--- src/rtl/binop_pkg.sv ---
// binop_pkg
//   Shared definitions for the numeric-instruction sequencer: FSM state
//   encoding, trap codes, opcode range constants and opcode classifier
//   helpers used by binop_decode.
package binop_pkg;

    localparam int DATA_W = 64;

    typedef enum logic [2:0] {
        ST_IDLE  = 3'd0,
        ST_POP_B = 3'd1,
        ST_POP_A = 3'd2,
        ST_EXEC  = 3'd3,
        ST_WAIT  = 3'd4,
        ST_PUSH  = 3'd5,
        ST_TRAP  = 3'd6
    } state_t;

    localparam logic [2:0] TRAP_NONE        = 3'd0;
    localparam logic [2:0] TRAP_UNDERFLOW   = 3'd1;
    localparam logic [2:0] TRAP_OVERFLOW    = 3'd2;
    localparam logic [2:0] TRAP_ILLEGAL     = 3'd3;
    localparam logic [2:0] TRAP_ALU_TIMEOUT = 3'd4;

    localparam logic [7:0] OP_I32_EQZ    = 8'h45;
    localparam logic [7:0] OP_I64_EQZ    = 8'h50;
    localparam logic [7:0] OP_I32_CMP_HI = 8'h4F;  // last i32 compare
    localparam logic [7:0] OP_CMP_LO     = 8'h45;
    localparam logic [7:0] OP_CMP_HI     = 8'h5A;
    localparam logic [7:0] OP_I32_LO     = 8'h67;
    localparam logic [7:0] OP_I32_HI     = 8'h78;
    localparam logic [7:0] OP_I64_LO     = 8'h79;
    localparam logic [7:0] OP_I64_HI     = 8'h8A;

    function automatic logic is_unary(input logic [7:0] op);
        return (op == OP_I32_EQZ) || (op == OP_I64_EQZ);
    endfunction

    function automatic logic is_i32(input logic [7:0] op);
        return ((op >= OP_CMP_LO) && (op <= OP_I32_CMP_HI)) ||
               ((op >= OP_I32_LO) && (op <= OP_I32_HI));
    endfunction

    function automatic logic is_compare(input logic [7:0] op);
        return (op >= OP_CMP_LO) && (op <= OP_CMP_HI);
    endfunction

    function automatic logic is_valid(input logic [7:0] op);
        return is_compare(op) || ((op >= OP_I32_LO) && (op <= OP_I64_HI));
    endfunction

endpackage

--- src/rtl/binop_decode.sv ---
// binop_decode
//   Combinational opcode classifier.
//   opcode  : wasm opcode under decode
//   valid   : opcode is a supported compare/arithmetic instruction
//   unary   : instruction takes a single stack operand (eqz forms)
//   i32     : 32-bit instruction, operands are masked to [31:0]
//   compare : compare instruction, result is a 32-bit boolean
module binop_decode
    import binop_pkg::*;
(
    input  logic [7:0] opcode,
    output logic       valid,
    output logic       unary,
    output logic       i32,
    output logic       compare
);

    assign valid   = is_valid(opcode);
    assign unary   = is_unary(opcode);
    assign i32     = is_i32(opcode);
    assign compare = is_compare(opcode);

endmodule

--- src/rtl/binop_sequencer.sv ---
// binop_sequencer
//   Runs one wasm numeric instruction over the shared operand stack and ALU:
//   pops one or two operands, starts the ALU, waits for its result, pushes
//   the (width-adjusted) result, and records a sticky trap code on failure.
//   clk, reset                 : clock, asynchronous active-high reset
//   start, opcode, busy, done  : request handshake with the decode stage
//   trap, trap_clear           : sticky trap code and its clear strobe
//   stack_top/empty/full       : stack status (stack_top is combinational)
//   stack_pop/push/push_data   : stack strobes, effective at the clock edge
//   alu_start/op/a/b           : ALU request; a = deeper operand, b = top
//   alu_done, alu_result       : ALU response
module binop_sequencer
    import binop_pkg::*;
#(
    parameter int ALU_TIMEOUT = 16
) (
    input  logic              clk,
    input  logic              reset,
    input  logic              start,
    input  logic [7:0]        opcode,
    output logic              busy,
    output logic              done,
    output logic [2:0]        trap,
    input  logic              trap_clear,
    input  logic [DATA_W-1:0] stack_top,
    input  logic              stack_empty,
    input  logic              stack_full,
    output logic              stack_pop,
    output logic              stack_push,
    output logic [DATA_W-1:0] stack_push_data,
    output logic              alu_start,
    output logic [7:0]        alu_op,
    output logic [DATA_W-1:0] alu_a,
    output logic [DATA_W-1:0] alu_b,
    input  logic              alu_done,
    input  logic [DATA_W-1:0] alu_result
);

    localparam int CNT_W = $clog2(ALU_TIMEOUT) + 1;

    state_t              state_reg;
    logic [7:0]          op_reg;
    logic [DATA_W-1:0]   alu_a_reg;
    logic [DATA_W-1:0]   alu_b_reg;
    logic [DATA_W-1:0]   push_data_reg;
    logic [2:0]          trap_reg;
    logic [CNT_W-1:0]    wait_cnt_reg;

    logic                dec_valid;
    logic                dec_unary;
    logic                dec_i32;
    logic                dec_compare;
    logic [DATA_W-1:0]   operand_in;
    logic [DATA_W-1:0]   push_value;

    // Classify the latched opcode so decisions in POP_B onwards are stable
    // even if the decode stage changes opcode after the accepting cycle.
    binop_decode u_decode (
        .opcode  (op_reg),
        .valid   (dec_valid),
        .unary   (dec_unary),
        .i32     (dec_i32),
        .compare (dec_compare)
    );

    assign operand_in = dec_i32 ? {32'b0, stack_top[31:0]} : stack_top;
    assign push_value = (dec_i32 || dec_compare) ? {32'b0, alu_result[31:0]}
                                                 : alu_result;

    always_ff @(posedge clk or posedge reset) begin
        if (reset) begin
            state_reg     <= ST_IDLE;
            op_reg        <= '0;
            alu_a_reg     <= '0;
            alu_b_reg     <= '0;
            push_data_reg <= '0;
            trap_reg      <= TRAP_NONE;
            wait_cnt_reg  <= '0;
        end else begin
            case (state_reg)
                ST_IDLE: begin
                    if (start) begin
                        op_reg    <= opcode;
                        alu_a_reg <= '0;   // stays 0 for unary ops
                        alu_b_reg <= '0;
                        state_reg <= ST_POP_B;
                    end
                end
                ST_POP_B: begin
                    // Illegal opcodes trap before anything leaves the stack.
                    if (!dec_valid) begin
                        trap_reg  <= TRAP_ILLEGAL;
                        state_reg <= ST_TRAP;
                    end else if (stack_empty) begin
                        trap_reg  <= TRAP_UNDERFLOW;
                        state_reg <= ST_TRAP;
                    end else begin
                        alu_b_reg <= operand_in;
                        state_reg <= dec_unary ? ST_EXEC : ST_POP_A;
                    end
                end
                ST_POP_A: begin
                    if (stack_empty) begin
                        trap_reg  <= TRAP_UNDERFLOW;
                        state_reg <= ST_TRAP;
                    end else begin
                        alu_a_reg <= operand_in;
                        state_reg <= ST_EXEC;
                    end
                end
                ST_EXEC: begin
                    wait_cnt_reg <= '0;
                    state_reg    <= ST_WAIT;
                end
                ST_WAIT: begin
                    // A result arriving on the last allowed cycle still wins.
                    if (alu_done) begin
                        push_data_reg <= push_value;
                        state_reg     <= ST_PUSH;
                    end else if (wait_cnt_reg == CNT_W'(ALU_TIMEOUT - 1)) begin
                        trap_reg  <= TRAP_ALU_TIMEOUT;
                        state_reg <= ST_TRAP;
                    end else begin
                        wait_cnt_reg <= wait_cnt_reg + 1'b1;
                    end
                end
                ST_PUSH: begin
                    // Cannot be full after a pop unless the stack misbehaves.
                    if (stack_full) begin
                        trap_reg  <= TRAP_OVERFLOW;
                        state_reg <= ST_TRAP;
                    end else begin
                        state_reg <= ST_IDLE;
                    end
                end
                ST_TRAP: begin
                    if (trap_clear) begin
                        trap_reg  <= TRAP_NONE;
                        state_reg <= ST_IDLE;
                    end
                end
                default: state_reg <= ST_IDLE;
            endcase
        end
    end

    // Pop/push strobes must coincide with the cycle in which stack_top is
    // captured (or the push is committed), so they are decoded from the
    // registered state and the same-cycle stack status.
    assign stack_pop  = ((state_reg == ST_POP_B) && dec_valid && !stack_empty) ||
                        ((state_reg == ST_POP_A) && !stack_empty);
    assign stack_push = (state_reg == ST_PUSH) && !stack_full;
    assign done       = stack_push;
    assign alu_start  = (state_reg == ST_EXEC);
    assign busy       = (state_reg != ST_IDLE) && (state_reg != ST_TRAP);

    assign trap            = trap_reg;
    assign alu_op          = op_reg;
    assign alu_a           = alu_a_reg;
    assign alu_b           = alu_b_reg;
    assign stack_push_data = push_data_reg;

endmodule

--- config.mk ---
export PLATFORM = sky130hd
export DESIGN_NAME = binop_sequencer
export DESIGN_NICKNAME = d
export VERILOG_FILES = /design/src/rtl/binop_pkg.sv /design/src/rtl/binop_decode.sv /design/src/rtl/binop_sequencer.sv
export SDC_FILE = /design/constraint.sdc
export NUM_CORES = 1
export LEC_CHECK = 0
export ABC_AREA = 1
export ABC_CLOCK_PERIOD_IN_PS = 7800
export CAP_MARGIN = 20
export CORE_UTILIZATION = 46
export DETAILED_ROUTE_END_ITERATION = 8
export GPL_TIMING_DRIVEN = 0
export PLACE_DENSITY = 0.82
export SETUP_SLACK_MARGIN = 0.05
export SKIP_LAST_GASP = 1
export SLEW_MARGIN = 0
export SYNTH_ARGS = -nofsm -noshare
export SYNTH_HDL_FRONTEND = slang
export SYNTH_HIERARCHICAL = 1
export SYNTH_SLANG_ARGS = --single-unit
--- constraint.sdc ---
create_clock -name clk -period 7.8 [get_ports clk]
set_input_delay 0.78 -clock clk [delete_from_list [all_inputs] [get_ports clk]]
set_output_delay 0.78 -clock clk [all_outputs]
set_load 0.01 [all_outputs]
==> out/summary.md <==
The flow ran to the end, and the final reports show no timing, DRC or antenna violations. The run gives 0.690 as the post-layout utilization of the core. The slowest stage of the critical path belongs to the cell sky130_fd_sc_hd__clkdlybuf4s50_1. Summed over all layers, the global routing overflow is 0. The first global-routing pass estimated 48100 um of wire. STA classifies the critical path endpoint as an output port.

The final period utilization works out to 0.469. For the number of placed instances, taps included, the log shows 1886. The tools report the via count of the first global-routing pass as 9375. The number of vias per cell came out at 5.09.

Dividing the detail-routed wire length by the instance count gives 16.0 um. Setup violations remaining at the end of the flow were counted as 0. The fmax is 274 MHz, and the per-instance average area after synthesis is 7.90 um2. The synthesized design contains 211 register bits.

For the proportion of synthesized chip area in sequential cells, the log shows 0.530. The max-slew headroom at the worst pin came out at 0.540. The transition time at the pin with the least slew margin is 0.685 ns. In this run the vertical extent of the chip is 149 um. The relative area change from synthesis to final layout works out to 46.4%. Number of standard cells after synthesis: 1261. The fraction of power spent switching nets was 0.400; the remaining antenna violation count after routing was 0. For the cell area after placement, the log shows 0.0138 mm2.

After detailed routing, the number of remaining DRC violations is 0. The post-route clock skew is 0.0212 ns, and the number of buffers inserted during clock tree synthesis is 23. Family of cells with the greatest summed delay on the critical path: buffers and inverters.

The met3 layer usage reported by global route came out at 0.0661. The logs give 1926 for the number of cells in the finished layout apart from fillers and 0 for the number of buffers added to fix hold violations after cts. The logs give 0 for the number of endpoints with negative hold slack in the final report and 0.00597 W for the final total power. At the end of routability-driven placement, the weighted congestion stood at 0.884.

For the final routed database, the setup TNS stands at 0 ns. The total routing usage reported by global routing is 0.274. For the row count, the log shows 53. Placed wire-length estimate after detailed placement: 22400 um.

Entering global routing, the biggest net connects 131 pins. The number of clock sinks seen by CTS came out at 211. In this run the power density over the cells is 409 mW/mm2. Effective utilization at floorplan: 0.471.

The Yosys step of the flow raised 6 warnings. The internal portion of the total power is 0.00358 W. For the worst-skew pair, the clock arrives at the later sink with an insertion delay of 0.52 ns. The clock root buffer is sky130_fd_sc_hd__clkbuf_16. The run gives 7.48 nW as the cell leakage power.

In this run the cell area of the synthesized design comes to 0.00997 mm2. Traced cell by cell, the critical path runs through inv_2 > nand2_2 > nor2_4 > nand2_1 > nand2_1 > nand2_1 > nand2_1 > nand2_1 > nand3_2 > clkbuf_1 > nand2_1 > clkdlybuf4s50_1. The path class of the tightest hold or removal check is reg2reg. After clock tree synthesis, the setup repair step added 0 buffers. In this design, the critical path's most frequently occurring cell is sky130_fd_sc_hd__nand2_1.

The initial antenna violation count was 0; the area inside the core boundary was 0.0212 mm2. In the final design database the tool counted 1781 nets. The net switching power of the design was 0.00238 W. Setup repair after global routing left no endpoint under its margin. The power share of the clock group was 0.182; the met2 usage in global routing was 0.468. The die boundary width was 149 um; the clock-pin slew on the worst setup and hold paths was 0.06 ns. The max-slew violation count came out at 0. Post-CTS repair changed the size of 0 cells. The routing usage on met1 came out at 0.334.

Summed over all layers, the routed wires come to 30800 um. The detailed-route via count is 9804, and the number of top-level design ports is 351. In this run the most used layer during global routing was met2.

Portion of total power attributed to sequential cells: 0.317. The worst setup path is launched from a flip-flop. The tools report the max-capacitance violation count as 0. Number of port buffers: 349. The depth of the CTS H-tree came out at 1. For the number of optimization iterations in the first detailed-route pass, the log shows 6. In this run the worst path has a maximum fanout of 10.

The fraction of power consumed by combinational cells was 0.501; the time the final worst path needs with I/O delays and setup was 3.66 ns. By startpoint and endpoint, the worst setup path is classified as reg2out. The clock passes through at most 3 buffers. TritonCTS built the clock tree.

Combined buffer and inverter count along the critical path: 3. The fraction of layout instances using a drive strength above 1 is 0.0787. The die covers 0.0223 mm2.

The count of different cell masters after synthesis was 31; the data required time of the worst path was 7.02 ns. The maximum VDD drop came out at 206 uV. STA puts the critical path data arrival time at 2.88 ns. After routing the design area is 0.0146 mm2. The post-synth net total was 1406; the violation count after the first detailed-routing iteration was 579.

For this run, the slowest stage of the critical path takes 0.51 ns. The run gives 0 as the antenna cell count.
## worst register-to-register path, stage by stage, from the launching register on
cell                       delay (ns)
sky130_fd_sc_hd__dfrtp_1         0.46
sky130_fd_sc_hd__inv_2           0.09
sky130_fd_sc_hd__nand2_2         0.08
sky130_fd_sc_hd__nor2_4          0.14
sky130_fd_sc_hd__nand2_1         0.05
sky130_fd_sc_hd__nand2_1         0.05
sky130_fd_sc_hd__nand2_1         0.05
sky130_fd_sc_hd__nand2_1         0.07
sky130_fd_sc_hd__inv_1           0.04
sky130_fd_sc_hd__or2_2           0.28
sky130_fd_sc_hd__clkbuf_1        0.18
sky130_fd_sc_hd__clkbuf_1        0.28
sky130_fd_sc_hd__o31ai_1         0.32
## power groups by stage
stage          clock network (W)  registers, W  logic (W)
4_1_cts                  0.00110       0.00189    0.00301
6_report                 0.00108       0.00189    0.00299
3_5_place_dp                   0       0.00189    0.00298
5_1_grt                  0.00115       0.00194    0.00326
2_1_floorplan                  0       0.00206    0.00131
3_3_place_gp                   0       0.00188    0.00292
## synthesized netlist by cell type
cell type | n | area, um2
sky130_fd_sc_hd__nor2_4 | 2 | 22.5
sky130_fd_sc_hd__nor2_2 | 3 | 18.8
sky130_fd_sc_hd__inv_2 | 7 | 26.3
sky130_fd_sc_hd__buf_6 | 21 | 236
sky130_fd_sc_hd__o21a_1 | 1 | 7.51
sky130_fd_sc_hd__nand3b_1 | 2 | 15.0
sky130_fd_sc_hd__o21ai_0 | 6 | 30.0
sky130_fd_sc_hd__a21oi_1 | 5 | 25.0
sky130_fd_sc_hd__inv_4 | 1 | 6.26
sky130_fd_sc_hd__nand2_2 | 3 | 18.8
sky130_fd_sc_hd__o21ai_1 | 1 | 5.00
sky130_fd_sc_hd__nor3_1 | 2 | 10.0
sky130_fd_sc_hd__clkbuf_1 | 23 | 86.3
sky130_fd_sc_hd__nand2_4 | 4 | 45.0
sky130_fd_sc_hd__o31ai_1 | 32 | 240
sky130_fd_sc_hd__o211ai_1 | 1 | 7.51
sky130_fd_sc_hd__nand3_1 | 142 | 711
sky130_fd_sc_hd__clkinv_1 | 1 | 3.75
sky130_fd_sc_hd__nor2_1 | 148 | 556
sky130_fd_sc_hd__nand4_1 | 3 | 18.8
sky130_fd_sc_hd__or2_2 | 2 | 12.5
sky130_fd_sc_hd__nor2_8 | 1 | 20.0
sky130_fd_sc_hd__buf_4 | 3 | 22.5
sky130_fd_sc_hd__xor2_1 | 1 | 8.76
sky130_fd_sc_hd__ha_1 | 2 | 25.0
sky130_fd_sc_hd__nand3_2 | 13 | 130
sky130_fd_sc_hd__buf_8 | 1 | 15.0
sky130_fd_sc_hd__nand2_1 | 505 | 1900
sky130_fd_sc_hd__inv_1 | 83 | 312
sky130_fd_sc_hd__dfrtp_1 | 211 | 5280
sky130_fd_sc_hd__buf_2 | 31 | 155
## per-stage QoR
stage	hold slack (ns)	worst slack (ns)
detailed placement	0.459	4.33
floorplan	0.453	1.25
CTS	0.473	4.10
global route	0.482	3.96
finish	0.468	4.14
global placement	0.454	-1.40
## layer usage
| metal | vias to the layer above | wire, um |
|---|---|---|
| li1 | 4658 | - |
| met1 | 4582 | 11700 |
| met2 | 478 | 15000 |
| met3 | 86 | 2950 |
| met4 | 0 | 1150 |
| met5 | - | 0 |
## layout by cell type, fill, tap and decap left out, types with 21 or more instances in the layout
cell type,instances
sky130_fd_sc_hd__clkdlybuf4s50_1,349
sky130_fd_sc_hd__clkbuf_16,23
sky130_fd_sc_hd__nor2_1,148
sky130_fd_sc_hd__o31ai_1,32
sky130_fd_sc_hd__clkbuf_1,27
sky130_fd_sc_hd__inv_1,82
sky130_fd_sc_hd__nand3_1,142
sky130_fd_sc_hd__buf_6,21
sky130_fd_sc_hd__dfrtp_1,211
sky130_fd_sc_hd__buf_2,31
sky130_fd_sc_hd__nand2_1,505
## path summary, 6_finish.rpt
path,startpoint,slack (ns),endpoint,depth (start not counted)
max,alu_op[7],4.14,stack_pop,12
min in group asynchronous,reset,0.75,alu_b[54],2
max in group asynchronous,reset,5.99,alu_a[0],3
min,alu_a[61],0.47,alu_a[61],2
max reg2reg,alu_op[7],5.60,stack_push_data[40],12
min reg2reg,alu_a[61],0.47,alu_a[61],2
## logic make-up (layout without fill, tap and decap cells)
| kind of cell | Yosys count | count (layout) | share of synthesized area |
|---|---|---|---|
| AND/OR/NAND/NOR | 830 | 830 | 0.349 |
| XOR/XNOR | 1 | 1 | 0.000879 |
| AO/OA/AOI/OAI | 46 | 46 | 0.0316 |
| flip-flops | 211 | 211 | 0.530 |
| buffers and inverters | 171 | 561 | 0.0866 |
| adder cells (fa/ha/maj) | 2 | 2 | 0.00251 |
## area by class of cell
| class | count | area [um2] |
|---|---|---|
| timing repair buffer | 350 | 3520 |
| multi-input combinational | 879 | 3820 |
| clock buffer | 34 | 687 |
| buffer | 79 | 515 |
| inverter | 92 | 355 |
| tap | 275 | 344 |
| sequential | 211 | 5280 |
| fill | 1657 | 6570 |
| clock inverter | 6 | 63.8 |
Power figures use the tool's default switching activity.
==> variant 1: new RTL, config.mk and constraints unchanged <==
`ALU_TIMEOUT`: 16 -> 8.
--- a/src/rtl/binop_sequencer.sv
+++ b/src/rtl/binop_sequencer.sv
@@ -14,3 +14,3 @@
 #(
-    parameter int ALU_TIMEOUT = 16
+    parameter int ALU_TIMEOUT = 8
 ) (
Check against the original RTL: same outputs for any inputs over 4 cycles, from zero or initial values and one cycle with reset high; that may be too few to reach the edited logic, so the function may still have changed.
==> variant 1 against the unedited design <==
- combinational power hardly changed
- hold slack better by 0.0075 ns
- cell count is 9.2% lower
- area after synthesis is 3.8% lower
- total power is 1.2% lower
- routed wire length is 4.5% lower
- setup slack better by 0.42 ns
- design area is 2.7% lower
- non-clock buffer count is 10 lower
- die area is 3.8% lower
- synthesized cell count is 14% lower
- sequential cell count is 1 lower
- critical path depth is 2 lower
- critical path type unchanged
- highest routed layer unchanged
==> variant 1: results (changes against the unedited design) <==
{| class="wikitable"
! Metric !! Value
|-
| Biggest fanout along the worst timing path || 7 (-3)
|-
| Relative slew slack || 40.9% (-13 points)
|-
| Final layout net count || 1606 (-9.8%)
|-
| Adder-cell share of the synthesized area || 0.131% (-0.12 points)
|-
| Detail Route met3 WL || 2500 um (-15%)
|-
| Detailed-route wire length on metal 1 || 11400 um (-3.0%)
|-
| Launch instance of the worst min-delay path || alu_b[55]
|-
| Pin count of the biggest net entering global routing || 124 (-5.3%)
|-
| Global routing usage on met2 || 47.7% (+0.90 points)
|-
| Share of post-route cells with drive strength above 1 || 12.2% (+4.3 points)
|-
| Destination of the worst hold path || alu_b[55]
|-
| Mean number of vias per cell || 5.03 (-1.2%)
|-
| First-pass GRT wire length || 46600 um (-3.0%)
|-
| Xor and xnor area share after synthesis || 0.0914% (+0.0035 points)
|-
| Mean instance size in the synthesized netlist || 8.82 um^2 (+12%)
|-
| Violation count after the first detailed-routing iteration || 513 (-11%)
|-
| Fraction of met1 tracks used by global routing || 33.1% (-0.27 points)
|-
| Final cycle utilization of the critical path || 41.5% (-5.4 points)
|-
| Sequential fraction of the synthesis area || 54.8% (+1.8 points)
|-
| Reg-to-reg slack, setup || 5.54 ns (-0.06 ns)
|-
| Slowest cell delay on critical path || 0.56 ns (+0.05 ns)
|-
| Minimum hold slack || 0.476 ns (+0.00752 ns)
|-
| Status || finished, final reports clean
|-
| Gate family responsible for the most delay along the worst path || simple AND/OR/NAND/NOR gates
|-
| Endpoint of the worst register-to-register path || stack_push_data[47]
|-
| Post-Synthesis Net Count || 1231 (-12%)
|-
| GR Util All Layers || 27.4% (about the same)
|}
## variant 1: cell types whose count changed in the layout (fill, tap and decap cells not counted), sizes merged, moves of 2 or more
cell	before	now
nand2	512	471
clkbuf	57	48
inv	92	60
nand3	155	92
o21ai	7	70
nand3b	2	33
nor2	154	34
clkinv	3	11
buf	57	52
nand4	3	1
## variant 1: area by class of cell
class / instances / area, um^2
inverter: 62 / 241
multi-input combinational: 746 / 3610
fill: 1598 / 6110
clock buffer: 30 / 642
buffer: 69 / 483
tap: 270 / 338
sequential: 210 / 5260
clock inverter: 12 / 97.6
timing repair buffer: 350 / 3520
## variant 1: power by group through the flow
stage               Combinational, mW  Sequential, mW  Clock (mW)
global placement                 2.94            1.85           0
floorplan                        1.37            2.02           0
detailed placement               3.00            1.85           0
finish                           2.99            1.84        1.06
global route                     3.24            1.89        1.13
CTS                              3.02            1.84        1.08
## variant 1: worst min-delay path: cells and delay by family (launching register included)
family           cells  cell delay (ns)
AND/OR/NAND/NOR      2             0.11
flip-flops           1             0.34
==> variant 2: new RTL, config.mk and constraints unchanged <==
Without the edit above. Re-encode `state_t` (7 states) as Gray code, 3 bits wide.
--- a/src/rtl/binop_pkg.sv
+++ b/src/rtl/binop_pkg.sv
@@ -9,9 +9,9 @@
     typedef enum logic [2:0] {
-        ST_IDLE  = 3'd0,
-        ST_POP_B = 3'd1,
-        ST_POP_A = 3'd2,
-        ST_EXEC  = 3'd3,
-        ST_WAIT  = 3'd4,
-        ST_PUSH  = 3'd5,
-        ST_TRAP  = 3'd6
+        ST_IDLE  = 3'b000,
+        ST_POP_B = 3'b001,
+        ST_POP_A = 3'b011,
+        ST_EXEC  = 3'b010,
+        ST_WAIT  = 3'b110,
+        ST_PUSH  = 3'b111,
+        ST_TRAP  = 3'b101
     } state_t;
Formal check against the unedited RTL: no difference found for any inputs over 4 cycles, from zero or initial values and one cycle with reset high; so few cycles prove little.
==> variant 2 against the unedited design <==
- clock skew fell by 0.0035 ns
- area after synthesis is 4.7% lower
- setup slack gained 0.18 ns
- sequential cell count did not move
- via count decreased by 5.3%
- synthesized cell count decreased by 5.6%
- routed wire length is 2.5% lower
- total power fell by 12%
- design area is 3.3% lower
- largest power group unchanged
==> variant 2: results (changes against the unedited design) <==
{| class="wikitable"
! Metric !! Value
|-
| Status || finished, final reports clean
|-
| Filler cell count in the final layout || 1645 (-0.72%)
|-
| Netlist cell types || 29 (-6.5%)
|-
| Layout buffering overhead excluding clock cells || 27.9% (+0.26 points)
|-
| Fraction of met1 tracks used by global routing || 34.9% (+1.6 points)
|-
| First-pass GRT wire length || 47700 um (-0.75%)
|-
| Share of the final layout cell area in multi-input gates || 25.2% (-0.97 points)
|-
| Cells on worst reg2reg path || 13 (+1)
|-
| Destination of the worst hold path || alu_b[9]
|-
| Clock buffer and inverter area fraction after layout || 5.31% (+0.16 points)
|-
| Layout Skew || 0.0177 ns (-0.00347 ns)
|-
| Slew of the pin with the lowest slew margin || 0.641 ns (-0.0448 ns)
|-
| Reg-to-reg slack, setup || 5.41 ns (-0.19 ns)
|-
| Static Leak || 6.99 nW (-6.6%)
|-
| Biggest fanout along the worst timing path || 7 (-3)
|-
| Global Route met3 Usage || 6.58% (-0.022 points)
|-
| Slowest cell delay on critical path || 0.57 ns (+0.06 ns)
|-
| Global routing usage on met2 || 49.6% (+2.7 points)
|-
| Launch instance of the worst min-delay path || alu_b[9]
|-
| Core area || 20200 um^2 (-4.3%)
|-
| Number of ordinary and repair buffers in the finished layout || 426 (-0.70%)
|-
| Number of iterations in the first detailed-routing pass || 5 (-1)
|-
| Routability cong. || 0.886 (+0.25%)
|-
| GR Util All Layers || 28.3% (+0.84 points)
|-
| Vias in the first global route || 8992 (-4.1%)
|-
| Gate family responsible for the most delay along the worst path || simple AND/OR/NAND/NOR gates
|-
| Multi-input gate count || 841 (-4.3%)
|-
| Minimum hold slack || 0.471 ns (+0.00313 ns)
|-
| Number of placed cells counting well taps || 1811 (-4.0%)
|}
## variant 2: kinds of logic after synthesis
family	count (synthesis)	synth area share (%)
DFF	211	55.6
AOI/OAI and AO/OA	81	4.60
adders and majority gates	2	0.263
buffers and inverters	139	6.92
and+or+nand+nor	758	32.6
## variant 2: worst reg2reg max path, stage by stage (launching register included)
cell and delay (ns):
sky130_fd_sc_hd__dfrtp_1 0.47, sky130_fd_sc_hd__inv_2 0.10, sky130_fd_sc_hd__nand2_2 0.08, sky130_fd_sc_hd__nor2_2 0.16
sky130_fd_sc_hd__nand3_1 0.11, sky130_fd_sc_hd__nand2_1 0.07, sky130_fd_sc_hd__nand2_1 0.06, sky130_fd_sc_hd__nand2_1 0.13
sky130_fd_sc_hd__inv_1 0.11, sky130_fd_sc_hd__a211oi_2 0.25, sky130_fd_sc_hd__buf_2 0.33, sky130_fd_sc_hd__buf_4 0.24
sky130_fd_sc_hd__nand3_1 0.13, sky130_fd_sc_hd__nand2_1 0.10
## variant 2: worst max path at each step
stage                      to  slack (ns)  cells after the start
finish              stack_pop        4.33                     12
global route        stack_pop        4.10                     12
CTS                 stack_pop        4.32                     12
detailed placement  stack_pop        4.79                      5
global placement     alu_a[7]       -1.48                      2
floorplan            alu_a[0]        1.25                      1
## variant 2: power groups by stage
| stage | Combinational (mW) | Sequential, mW | Clock (mW) |
|---|---|---|---|
| after global routing | 2.73 | 1.71 | 1.14 |
| after CTS | 2.51 | 1.67 | 1.10 |
| after floorplan | 1.17 | 1.81 | 0 |
| final | 2.49 | 1.67 | 1.08 |
| after global placement | 2.45 | 1.67 | 0 |
| after detailed placement | 2.49 | 1.68 | 0 |
